$ cat src/rtl/controller_poller_pkg.sv
// Shared types and poll-timing helpers for the controller poller.
package controller_poller_pkg;

    // Poll sequencer states.
    typedef enum logic [2:0] {
        StIdle,
        StLatch,
        StShiftLo,
        StShiftHi,
        StDone
    } poll_state_e;

    localparam int unsigned DEF_NUM_CONTROLLERS = 2;
    localparam int unsigned DEF_NUM_BUTTONS     = 8;
    localparam int unsigned DEF_CLK_DIV         = 1;
    localparam int unsigned DEF_AUTO_PERIOD     = 1024;

    // Cycles from the edge that accepts a trigger to the cycle where valid is high.
    function automatic int unsigned poll_latency(input int unsigned clk_div,
                                                 input int unsigned num_buttons);
        return 2 * clk_div * (num_buttons + 1) + 1;
    endfunction

    // Start-to-start spacing when start is held high.
    function automatic int unsigned poll_period(input int unsigned clk_div,
                                                input int unsigned num_buttons);
        return poll_latency(clk_div, num_buttons) + 1;
    endfunction

    localparam int unsigned DEF_POLL_LATENCY = poll_latency(DEF_CLK_DIV, DEF_NUM_BUTTONS);
    localparam int unsigned DEF_POLL_PERIOD  = poll_period(DEF_CLK_DIV, DEF_NUM_BUTTONS);

endpackage

$ cat src/rtl/controller_poller_if.sv
// CPU-side request/result signals and pad-side serial signals of the poller.
interface controller_poller_if #(
    parameter int unsigned NUM_CONTROLLERS = 2,
    parameter int unsigned NUM_BUTTONS     = 8
);
    localparam int unsigned W = NUM_CONTROLLERS * NUM_BUTTONS;

    logic                       start;
    logic                       auto_en;
    logic                       controller_clk;
    logic                       controller_latch;
    logic [NUM_CONTROLLERS-1:0] controller_data_B;
    logic [W-1:0]               buttons_out;
    logic [W-1:0]               pressed_out;
    logic [W-1:0]               released_out;
    logic                       busy;
    logic                       valid;

    // Environment side: CPU registers and pad connectors.
    modport master (
        output start, auto_en, controller_data_B,
        input  controller_clk, controller_latch, buttons_out, pressed_out, released_out,
        input  busy, valid
    );

    // Poller side.
    modport slave (
        input  start, auto_en, controller_data_B,
        output controller_clk, controller_latch, buttons_out, pressed_out, released_out,
        output busy, valid
    );

endinterface

$ cat src/rtl/controller_poller_channel.sv
// One pad: serial capture register, published button word and edge flags.
module controller_poller_channel
    import controller_poller_pkg::*;
#(
    parameter int unsigned NUM_BUTTONS = 8,
    parameter int unsigned IDX_W       = 4
) (
    input  logic                   i_clk,
    input  logic                   i_rst_n,
    input  logic                   i_sample_en,
    input  logic [IDX_W-1:0]       i_bit_idx,
    input  logic                   i_data_b,
    input  logic                   i_publish_en,
    output logic [NUM_BUTTONS-1:0] o_buttons,
    output logic [NUM_BUTTONS-1:0] o_pressed,
    output logic [NUM_BUTTONS-1:0] o_released
);

    logic [NUM_BUTTONS-1:0] r_shift;
    logic [NUM_BUTTONS-1:0] r_buttons;
    logic [NUM_BUTTONS-1:0] r_pressed;
    logic [NUM_BUTTONS-1:0] r_released;

    // Capture the inverted serial bit into the slot selected by the bit index.
    always_ff @(posedge i_clk or negedge i_rst_n) begin
        if (!i_rst_n) begin
            r_shift <= '0;
        end else if (i_sample_en) begin
            for (int unsigned b = 0; b < NUM_BUTTONS; b++) begin
                if (i_bit_idx == IDX_W'(b)) begin
                    r_shift[b] <= ~i_data_b;
                end
            end
        end
    end

    // Publish the completed word and compute edges against the previous word.
    always_ff @(posedge i_clk or negedge i_rst_n) begin
        if (!i_rst_n) begin
            r_buttons  <= '0;
            r_pressed  <= '0;
            r_released <= '0;
        end else if (i_publish_en) begin
            r_buttons  <= r_shift;
            r_pressed  <= r_shift & ~r_buttons;
            r_released <= ~r_shift & r_buttons;
        end
    end

    assign o_buttons  = r_buttons;
    assign o_pressed  = r_pressed;
    assign o_released = r_released;

endmodule

$ cat src/rtl/controller_poller.sv
// Polls NUM_CONTROLLERS serial pads in parallel over a shared clock/latch pair.
module controller_poller
    import controller_poller_pkg::*;
#(
    parameter int unsigned NUM_CONTROLLERS = DEF_NUM_CONTROLLERS,
    parameter int unsigned NUM_BUTTONS     = DEF_NUM_BUTTONS,
    parameter int unsigned CLK_DIV         = DEF_CLK_DIV,
    parameter int unsigned AUTO_PERIOD     = DEF_AUTO_PERIOD
) (
    input  logic                 clk_1,
    input  logic                 rst_B,
    controller_poller_if.slave   bus
);

    localparam int unsigned IDX_W = $clog2(NUM_BUTTONS + 1);
    localparam int unsigned DIV_W = $clog2(2 * CLK_DIV + 1);
    localparam int unsigned TMR_W = $clog2(AUTO_PERIOD);
    localparam int unsigned W     = NUM_CONTROLLERS * NUM_BUTTONS;

    localparam logic [DIV_W-1:0] LATCH_LAST = DIV_W'(2 * CLK_DIV - 1);
    localparam logic [DIV_W-1:0] SHIFT_LAST = DIV_W'(CLK_DIV - 1);
    localparam logic [IDX_W-1:0] BIT_LAST   = IDX_W'(NUM_BUTTONS - 1);
    localparam logic [TMR_W-1:0] TMR_LAST   = TMR_W'(AUTO_PERIOD - 1);

    poll_state_e      r_state;
    poll_state_e      w_state_next;
    logic [DIV_W-1:0] r_div;
    logic [IDX_W-1:0] r_bit;
    logic [TMR_W-1:0] r_tmr;

    logic             w_auto_tick;
    logic             w_phase_end;
    logic             w_last_bit;
    logic             w_div_run;
    logic             w_sample_en;
    logic             w_publish_en;
    logic [W-1:0]     w_buttons;
    logic [W-1:0]     w_pressed;
    logic [W-1:0]     w_released;

    assign w_auto_tick = bus.auto_en && (r_tmr == TMR_LAST);
    assign w_last_bit  = (r_bit == BIT_LAST);

    // Free-running auto-poll timer; runs regardless of busy, cleared while disabled.
    always_ff @(posedge clk_1 or negedge rst_B) begin
        if (!rst_B) begin
            r_tmr <= '0;
        end else if (!bus.auto_en || (r_tmr == TMR_LAST)) begin
            r_tmr <= '0;
        end else begin
            r_tmr <= r_tmr + 1'b1;
        end
    end

    // Phase length depends on state: latch is held twice as long as a clock half-period.
    always_comb begin
        w_phase_end = 1'b0;
        unique case (r_state)
            StLatch:              w_phase_end = (r_div == LATCH_LAST);
            StShiftLo, StShiftHi: w_phase_end = (r_div == SHIFT_LAST);
            default:              w_phase_end = 1'b0;
        endcase
    end

    assign w_div_run = ((r_state == StLatch) || (r_state == StShiftLo) ||
                        (r_state == StShiftHi)) && !w_phase_end;

    // Divider restarts at every phase boundary and idles at zero.
    always_ff @(posedge clk_1 or negedge rst_B) begin
        if (!rst_B) begin
            r_div <= '0;
        end else if (w_div_run) begin
            r_div <= r_div + 1'b1;
        end else begin
            r_div <= '0;
        end
    end

    // Bit index: cleared during latch, advanced at the end of each clock-high phase.
    always_ff @(posedge clk_1 or negedge rst_B) begin
        if (!rst_B) begin
            r_bit <= '0;
        end else if (r_state == StLatch) begin
            r_bit <= '0;
        end else if ((r_state == StShiftHi) && w_phase_end && !w_last_bit) begin
            r_bit <= r_bit + 1'b1;
        end
    end

    // State register.
    always_ff @(posedge clk_1 or negedge rst_B) begin
        if (!rst_B) begin
            r_state <= StIdle;
        end else begin
            r_state <= w_state_next;
        end
    end

    // Next-state logic; triggers outside IDLE are simply not looked at.
    always_comb begin
        w_state_next = r_state;
        unique case (r_state)
            StIdle:    if (bus.start || w_auto_tick) w_state_next = StLatch;
            StLatch:   if (w_phase_end) w_state_next = StShiftLo;
            StShiftLo: if (w_phase_end) w_state_next = StShiftHi;
            StShiftHi: if (w_phase_end) w_state_next = w_last_bit ? StDone : StShiftLo;
            StDone:    w_state_next = StIdle;
            default:   w_state_next = StIdle;
        endcase
    end

    // Outputs decode the state register only, so reset forces them low immediately.
    always_comb begin
        bus.controller_latch = (r_state == StLatch);
        bus.controller_clk   = (r_state == StShiftHi);
        bus.busy             = (r_state != StIdle);
        bus.valid            = (r_state == StDone);
        w_sample_en          = (r_state == StShiftLo) && w_phase_end;
        // Publish on entry to DONE so valid coincides with the new words.
        w_publish_en         = (r_state == StShiftHi) && w_phase_end && w_last_bit;
    end

    for (genvar c = 0; c < NUM_CONTROLLERS; c++) begin : g_chan
        controller_poller_channel #(
            .NUM_BUTTONS (NUM_BUTTONS),
            .IDX_W       (IDX_W)
        ) u_chan (
            .i_clk        (clk_1),
            .i_rst_n      (rst_B),
            .i_sample_en  (w_sample_en),
            .i_bit_idx    (r_bit),
            .i_data_b     (bus.controller_data_B[c]),
            .i_publish_en (w_publish_en),
            .o_buttons    (w_buttons[c*NUM_BUTTONS +: NUM_BUTTONS]),
            .o_pressed    (w_pressed[c*NUM_BUTTONS +: NUM_BUTTONS]),
            .o_released   (w_released[c*NUM_BUTTONS +: NUM_BUTTONS])
        );
    end

    assign bus.buttons_out  = w_buttons;
    assign bus.pressed_out  = w_pressed;
    assign bus.released_out = w_released;

endmodule

$ cat src/flat_wrapper.sv
// flat-port wrapper written by rule: the top's interface ports become plain ports
module controller_poller_flat import controller_poller_pkg::*;
#(
    parameter int unsigned NUM_CONTROLLERS = DEF_NUM_CONTROLLERS,
    parameter int unsigned NUM_BUTTONS     = DEF_NUM_BUTTONS,
    parameter int unsigned CLK_DIV         = DEF_CLK_DIV,
    parameter int unsigned AUTO_PERIOD     = DEF_AUTO_PERIOD
)
  (clk_1, rst_B, bus_start, bus_auto_en, bus_controller_data_B, bus_controller_clk, bus_controller_latch, bus_buttons_out, bus_pressed_out, bus_released_out, bus_busy, bus_valid);
  controller_poller_if #(.NUM_CONTROLLERS(NUM_CONTROLLERS), .NUM_BUTTONS(NUM_BUTTONS)) bus_i ();
  input  logic clk_1;
  input  logic rst_B;
  input wire logic [$bits(bus_i.start)-1:0] bus_start;
  input wire logic [$bits(bus_i.auto_en)-1:0] bus_auto_en;
  input wire logic [$bits(bus_i.controller_data_B)-1:0] bus_controller_data_B;
  output wire logic [$bits(bus_i.controller_clk)-1:0] bus_controller_clk;
  output wire logic [$bits(bus_i.controller_latch)-1:0] bus_controller_latch;
  output wire logic [$bits(bus_i.buttons_out)-1:0] bus_buttons_out;
  output wire logic [$bits(bus_i.pressed_out)-1:0] bus_pressed_out;
  output wire logic [$bits(bus_i.released_out)-1:0] bus_released_out;
  output wire logic [$bits(bus_i.busy)-1:0] bus_busy;
  output wire logic [$bits(bus_i.valid)-1:0] bus_valid;
  assign bus_i.start = bus_start;
  assign bus_i.auto_en = bus_auto_en;
  assign bus_i.controller_data_B = bus_controller_data_B;
  assign bus_controller_clk = bus_i.controller_clk;
  assign bus_controller_latch = bus_i.controller_latch;
  assign bus_buttons_out = bus_i.buttons_out;
  assign bus_pressed_out = bus_i.pressed_out;
  assign bus_released_out = bus_i.released_out;
  assign bus_busy = bus_i.busy;
  assign bus_valid = bus_i.valid;
  controller_poller #(.NUM_CONTROLLERS(NUM_CONTROLLERS), .NUM_BUTTONS(NUM_BUTTONS), .CLK_DIV(CLK_DIV), .AUTO_PERIOD(AUTO_PERIOD)) u_core (.clk_1(clk_1), .rst_B(rst_B), .bus(bus_i));
endmodule
$ cat config.mk
export PLATFORM = sky130hd
export DESIGN_NAME = controller_poller_flat
export DESIGN_NICKNAME = d
export VERILOG_FILES = /design/src/rtl/controller_poller_pkg.sv /design/src/rtl/controller_poller_if.sv /design/src/rtl/controller_poller_channel.sv /design/src/rtl/controller_poller.sv /design/src/flat_wrapper.sv
export SDC_FILE = /design/constraint.sdc
export NUM_CORES = 1
export LEC_CHECK = 0
export ABC_CLOCK_PERIOD_IN_PS = 2500
export CORE_MARGIN = 2
export CORE_UTILIZATION = 54
export CTS_CLUSTER_SIZE = 28
export DETAILED_ROUTE_END_ITERATION = 8
export PLACE_DENSITY_LB_ADDON = 0.25
export REMOVE_ABC_BUFFERS = 1
export SLEW_MARGIN = 20
export SYNTH_ARGS = -nofsm -noshare
export SYNTH_HDL_FRONTEND = slang
export SYNTH_HIERARCHICAL = 1
export SYNTH_SLANG_ARGS = --single-unit
export TNS_END_PERCENT = 30
$ cat constraint.sdc
create_clock -name clk_1 -period 2.5 [get_ports clk_1]
set_input_delay 0.625 -clock clk_1 [delete_from_list [all_inputs] [get_ports clk_1]]
set_output_delay 0.625 -clock clk_1 [all_outputs]
set_load 0.05 [all_outputs]
# --- Yosys cells after proc, flatten, opt, wreduce, memory -nomap -nowiden ---
# Index checks and enable logic that the tools add are counted.
op_classes:
  muxes: 11
  bitwise: 10
  addsub: 3
  eq_ne: 17
  reduce_logical: 28
op_table:
  columns: ["op", "count"]
  rows:
  - ["$and 8x8->8", 4]
  - ["$not 8->8", 4]
  - ["$eq 4x3->1 const B", 4]
  - ["$reduce_and 2->1", 8]
  - ["$mux 3", 5]
  - ["$pmux 3 s4", 1]
  - ["$add 10x1->10 const B", 1]
  - ["$eq 10x10->1 const B", 1]
  - ["$mux 10", 1]
  - ["$eq 4x2->1 const B", 2]
  - ["$mux 4", 2]
  - ["$ne 2x1->1 const B", 4]
  - ["$eq 3x2->1 const B", 2]
  - ["$logic_and 1x1->1", 6]
  - ["$add 4x1->4 const B", 1]
  - ["$eq 4x1->1 const B", 1]
  - ["$logic_not 4->1", 1]
  - ["$logic_or 1x1->1", 4]
  - ["$reduce_and 4->1", 1]
  - ["$eq 3x1->1 const B", 1]
  - ["$eq 3x3->1 const B", 1]
  - ["$logic_not 1->1", 3]
  - ["$logic_not 3->1", 1]
  - ["$reduce_bool 3->1", 1]
  - ["other kinds (8)", 9]
word_totals:
  ff_bits: 83
  output_inout_bits: 52
  word_cells: 95
  input_bits: 6

# --- Longest topological paths before layout ---
logic_depth:
  depth_word: 7
  depth_mapped: 8
  mapped_depth_nobuf: 6

# --- By module ---
# The synthesis kept the hierarchy.
by_module_without_submodules:
  columns: ["mod", "cells_per_inst", "area_each_um2", "seq_area_each_um2", "n_inst"]
  rows:
  - ["controller_poller_channel", 115, 1367.6, 800.8, 2]
  - ["controller_poller", 106, 1062.3, 475.5, 1]

# --- Worst setup path before layout ---
# Ideal clock, no wire load.
synth_timing:
  path_type: "reg2out"
  from: "register u_core.r_state[1]"
  to: "output port bus_controller_latch"
  stages_incl_launch_ff: 3
  arrival_ns: 1.893
  n_path_buf: 1
  path_slack_ns: -0.018
  t_required_ns: 1.875
  cell_sequence: "dfrtp_1 buf_6 nor3b_1"
synth_via:
  elab_chain_len: 1
synth_lines:
  columns: ["element", "line", "text"]
  rows:
  - ["start: declaration", "controller_poller.sv:25", "poll_state_e r_state;"]
  - ["start signal: assignment", "controller_poller.sv:93", "r_state <= StIdle;"]
  - ["start signal: assignment", "controller_poller.sv:95", "r_state <= w_state_next;"]
  - ["$eq 3x1->1", "controller_poller.sv:114", "bus.controller_latch = (r_state == StLatch);"]
  - ["end: declaration", "flat_wrapper.sv:17", "output wire logic [$bits(bus_i.controller_latch)-1:0] bus_controller_latch;"]
# Every way passes these cells.

# --- Worst setup path after layout ---
layout_timing:
  from: "register u_core.r_state[0]"
  to: "output port bus_busy"
layout_via:
  elab_chain_len: 1
layout_lines:
  columns: ["element", "line", "text"]
  rows:
  - ["$reduce_bool 3->1", "controller_poller.sv:116", "bus.busy = (r_state != StIdle);"]
  - ["end: declaration", "flat_wrapper.sv:21", "output wire logic [$bits(bus_i.busy)-1:0] bus_busy;"]
# Every way passes these cells.

==> out/summary.txt <==
Tcrit/Tclk final: 96.7%
Syn Std Cell Area: 0.00380 mm²
Die area: 0.00772 mm²
Worst vdd ir: 0.629 mV
Final-report setup violation count: 0
Port Buf Inserts: 57
Post-CTS sizing: 0
Final Max Slew Viols: 0
RePlAce Congestion: 0.825
Final Hold Fails: 0
CTS Buf Count: 9
Vias in the first global route: 2461
Setup Buffers After CTS: 0
Htree depth: 3
Outcome: finished, final reports clean
Crit path capture type: output port
PnR Total Power: 5000 µW
Placed Cells: 483
First-pass GRT wire length: 11.1 mm
Post-detailed-placement half-perimeter wirelength: 4.26 mm
Ant. Diodes: 0
Wire per inst: 12.9 µm
Synth top area share: 54.7%
DR DRC count: 0
Worst-path cell chain: or3_1 > clkdlybuf4s50_1
Initial antenna violation count: 0
Max Freq: 0.414 GHz
Actual slew at the worst max-slew pin: 515 ps
TritonCTS clock tree: done
Chip height: 87.9 µm
GRT Residual Overflow: 0
Placed cell areas: 0.00451 mm²
Count leader, synth: dfrtp_1
Seq cells post-synth: 83
Max stage delay on crit path: 710 ps
Leak: 0.00205 µW
Die width: 87.9 µm
CP Launch Type: flip-flop
Initial cell density of the core: 55.9%
DR WL met2: 3.00 mm
RSZ-0062 raised after global routing: false
Max-Cap Viols: 0
Synth top cells by count: dfrtp_1, inv_1, o21ai_0
Seq/Total Area, Yosys: 54.7%
Met3 WL: 229 µm
Post-synth cell types: 43
Post-synth EDFFs: 0
Minimum clock period: 2420 ps
Crit Path Category: flip-flop to output port
Syn avg cell area: 11.3 µm²
Final core utilization: 68.9%
Global-route total usage across every layer: 18.2%
Sink Count: 83
Antenna Violating Nets Remaining: 0
Root Driver: clkbuf_8
Fin cells: 497
WL final: 6.40 mm
Setup ws final: 83.1 ps
# nets final: 408
First-pass iteration count of the detailed router: 4
Highest Signal Layer: met4
Row Count: 30
Worst slack at placement: 405 ps
Synth warn: 6
Vias after detailed routing: 2676
Layout cells sized above 1: 15.0%
PwrDens: 1070 mW/mm²
Worst-path maximum fanout: 3
I/O Pins: 58
Finished layout cell area: 0.00468 mm²
Vias per cell: 5.38
Critical Path AT: 1790 ps
Worst path required time: 1880 ps
Clock transition at path regs: 70 ps
Clk_lat worst skew: 330 ps
Main synth FF type: dfrtp_1
Mapped Cells: 336
Critical-path top delay cell: clkdlybuf4s50_1
Clock tree buffer depth: 2
Async SR Flop Fraction: 100%
Top cells by area, synth: dfrtp_1, nand3b_1, mux2_2
Pin count of the biggest net entering global routing: 84
Most area-hungry cell type in the Yosys netlist: dfrtp_1
Initial drt markers: 144
Met1 Wirelength: 3.11 mm
Worst Skew: 12.3 ps
P&R area growth vs syn: 23.3%
Core ar.: 0.00679 mm²
Slew margin rel.: 65.6%
Hold Crit Class: input pin to async pin
Hold-fix buffers at CTS: 0
## cell usage in the layout (no fill, tap or decap), types with 2 or more instances in the layout
| cell | n |
|---|---|
| nand3b_4 | 2 |
| buf_12 | 3 |
| o31ai_1 | 6 |
| ha_1 | 4 |
| o21ai_0 | 31 |
| nand2b_1 | 2 |
| o211ai_1 | 2 |
| clkbuf_1 | 3 |
| o41ai_1 | 2 |
| mux2_2 | 16 |
| a21oi_1 | 10 |
| nand3_1 | 7 |
| or3_1 | 3 |
| nor3_1 | 3 |
| dfrtp_1 | 83 |
| buf_4 | 11 |
| nor3b_1 | 6 |
| or4_1 | 2 |
| mux2i_1 | 11 |
| a31o_2 | 8 |
| nand2_1 | 8 |
| nor3b_4 | 2 |
| xor2_1 | 2 |
| nor2b_1 | 8 |
| nor2_1 | 8 |
| clkdlybuf4s50_1 | 54 |
| a41oi_1 | 2 |
| or3_2 | 2 |
| clkbuf_8 | 9 |
| a211oi_1 | 2 |
| inv_1 | 38 |
| and3b_1 | 2 |
| a31oi_1 | 6 |
| nand3b_1 | 30 |
## cell families after synthesis
family / after synthesis / synth area share (%)
buffers and inverters: 55 / 6.39
and+or+nand+nor: 94 / 17.8
DFF: 83 / 54.7
muxes: 27 / 7.64
AOI/OAI and AO/OA: 70 / 11.5
adders and majority gates: 4 / 1.32
xor gates and xnor gates: 3 / 0.692
## report_power, final
part           switching, µW  total [µW]  internal, µW
logic                   1340        2180           834
registers                257        1950          1690
clock network            422         876           455
total                   2020        5000          2980
## path summary, 6_finish.rpt
check                      cells past startpoint               from                              endpoint  slack, ps
max in group asynchronous                      2              rst_B                       u_core/r_div[1]       1830
min                                            2              rst_B                       u_core/r_tmr[0]        290
max reg2reg                                    6    u_core/r_div[0]  u_core/g_chan[0].u_chan/o_buttons[5]        530
min reg2reg                                    1    u_core/r_div[0]                       u_core/r_div[0]        480
max                                            2  u_core/r_state[0]                              bus_busy         80
min in group clk_1                             1    u_core/r_div[0]                       u_core/r_div[0]        480
## state kept, by name, summed over array words and instances (netlist names)
name                             flops
u_core/g_chan.u_chan/o_buttons      16
u_core/g_chan.u_chan/o_pressed      16
u_core/g_chan.u_chan/o_released     16
u_core/g_chan.u_chan/r_shift        16
u_core/r_tmr                        10
u_core/r_bit                         4
u_core/r_state                       3
u_core/r_div                         2
## stage by stage
stage / hold WS [ps] / setup TNS [ps]
detailed placement: 480 / 0
CTS: 327 / 0
floorplan: 329 / -74130
global placement: 446 / 0
global route: 347 / 0
finish: 291 / 0
## per-layer routing
layer / vias up / track usage (%)
li1: 1305 / -
met1: 1307 / 25.2
met2: 58 / 28.9
met3: 6 / 3.39
met4: 0 / 6.57
met5: - / 0
## critical path, delay by kind of cell, from the launching register on
kind	cells	cell delay, ps
buffers and inverters	1	710
flip-flops	1	390
AND/OR/NAND/NOR	1	370
## cell type report
| class | instances | area [µm²] |
|---|---|---|
| Fill cell | 519 | 2110 |
| Sequential cell | 83 | 2080 |
| Multi-Input combinational cell | 198 | 1490 |
| Timing Repair Buffer | 68 | 683 |
| Inverter | 38 | 143 |
| Clock buffer | 12 | 135 |
| Tap cell | 96 | 120 |
| Clock inverter | 2 | 38.8 |
Power figures use the tool's default switching activity.
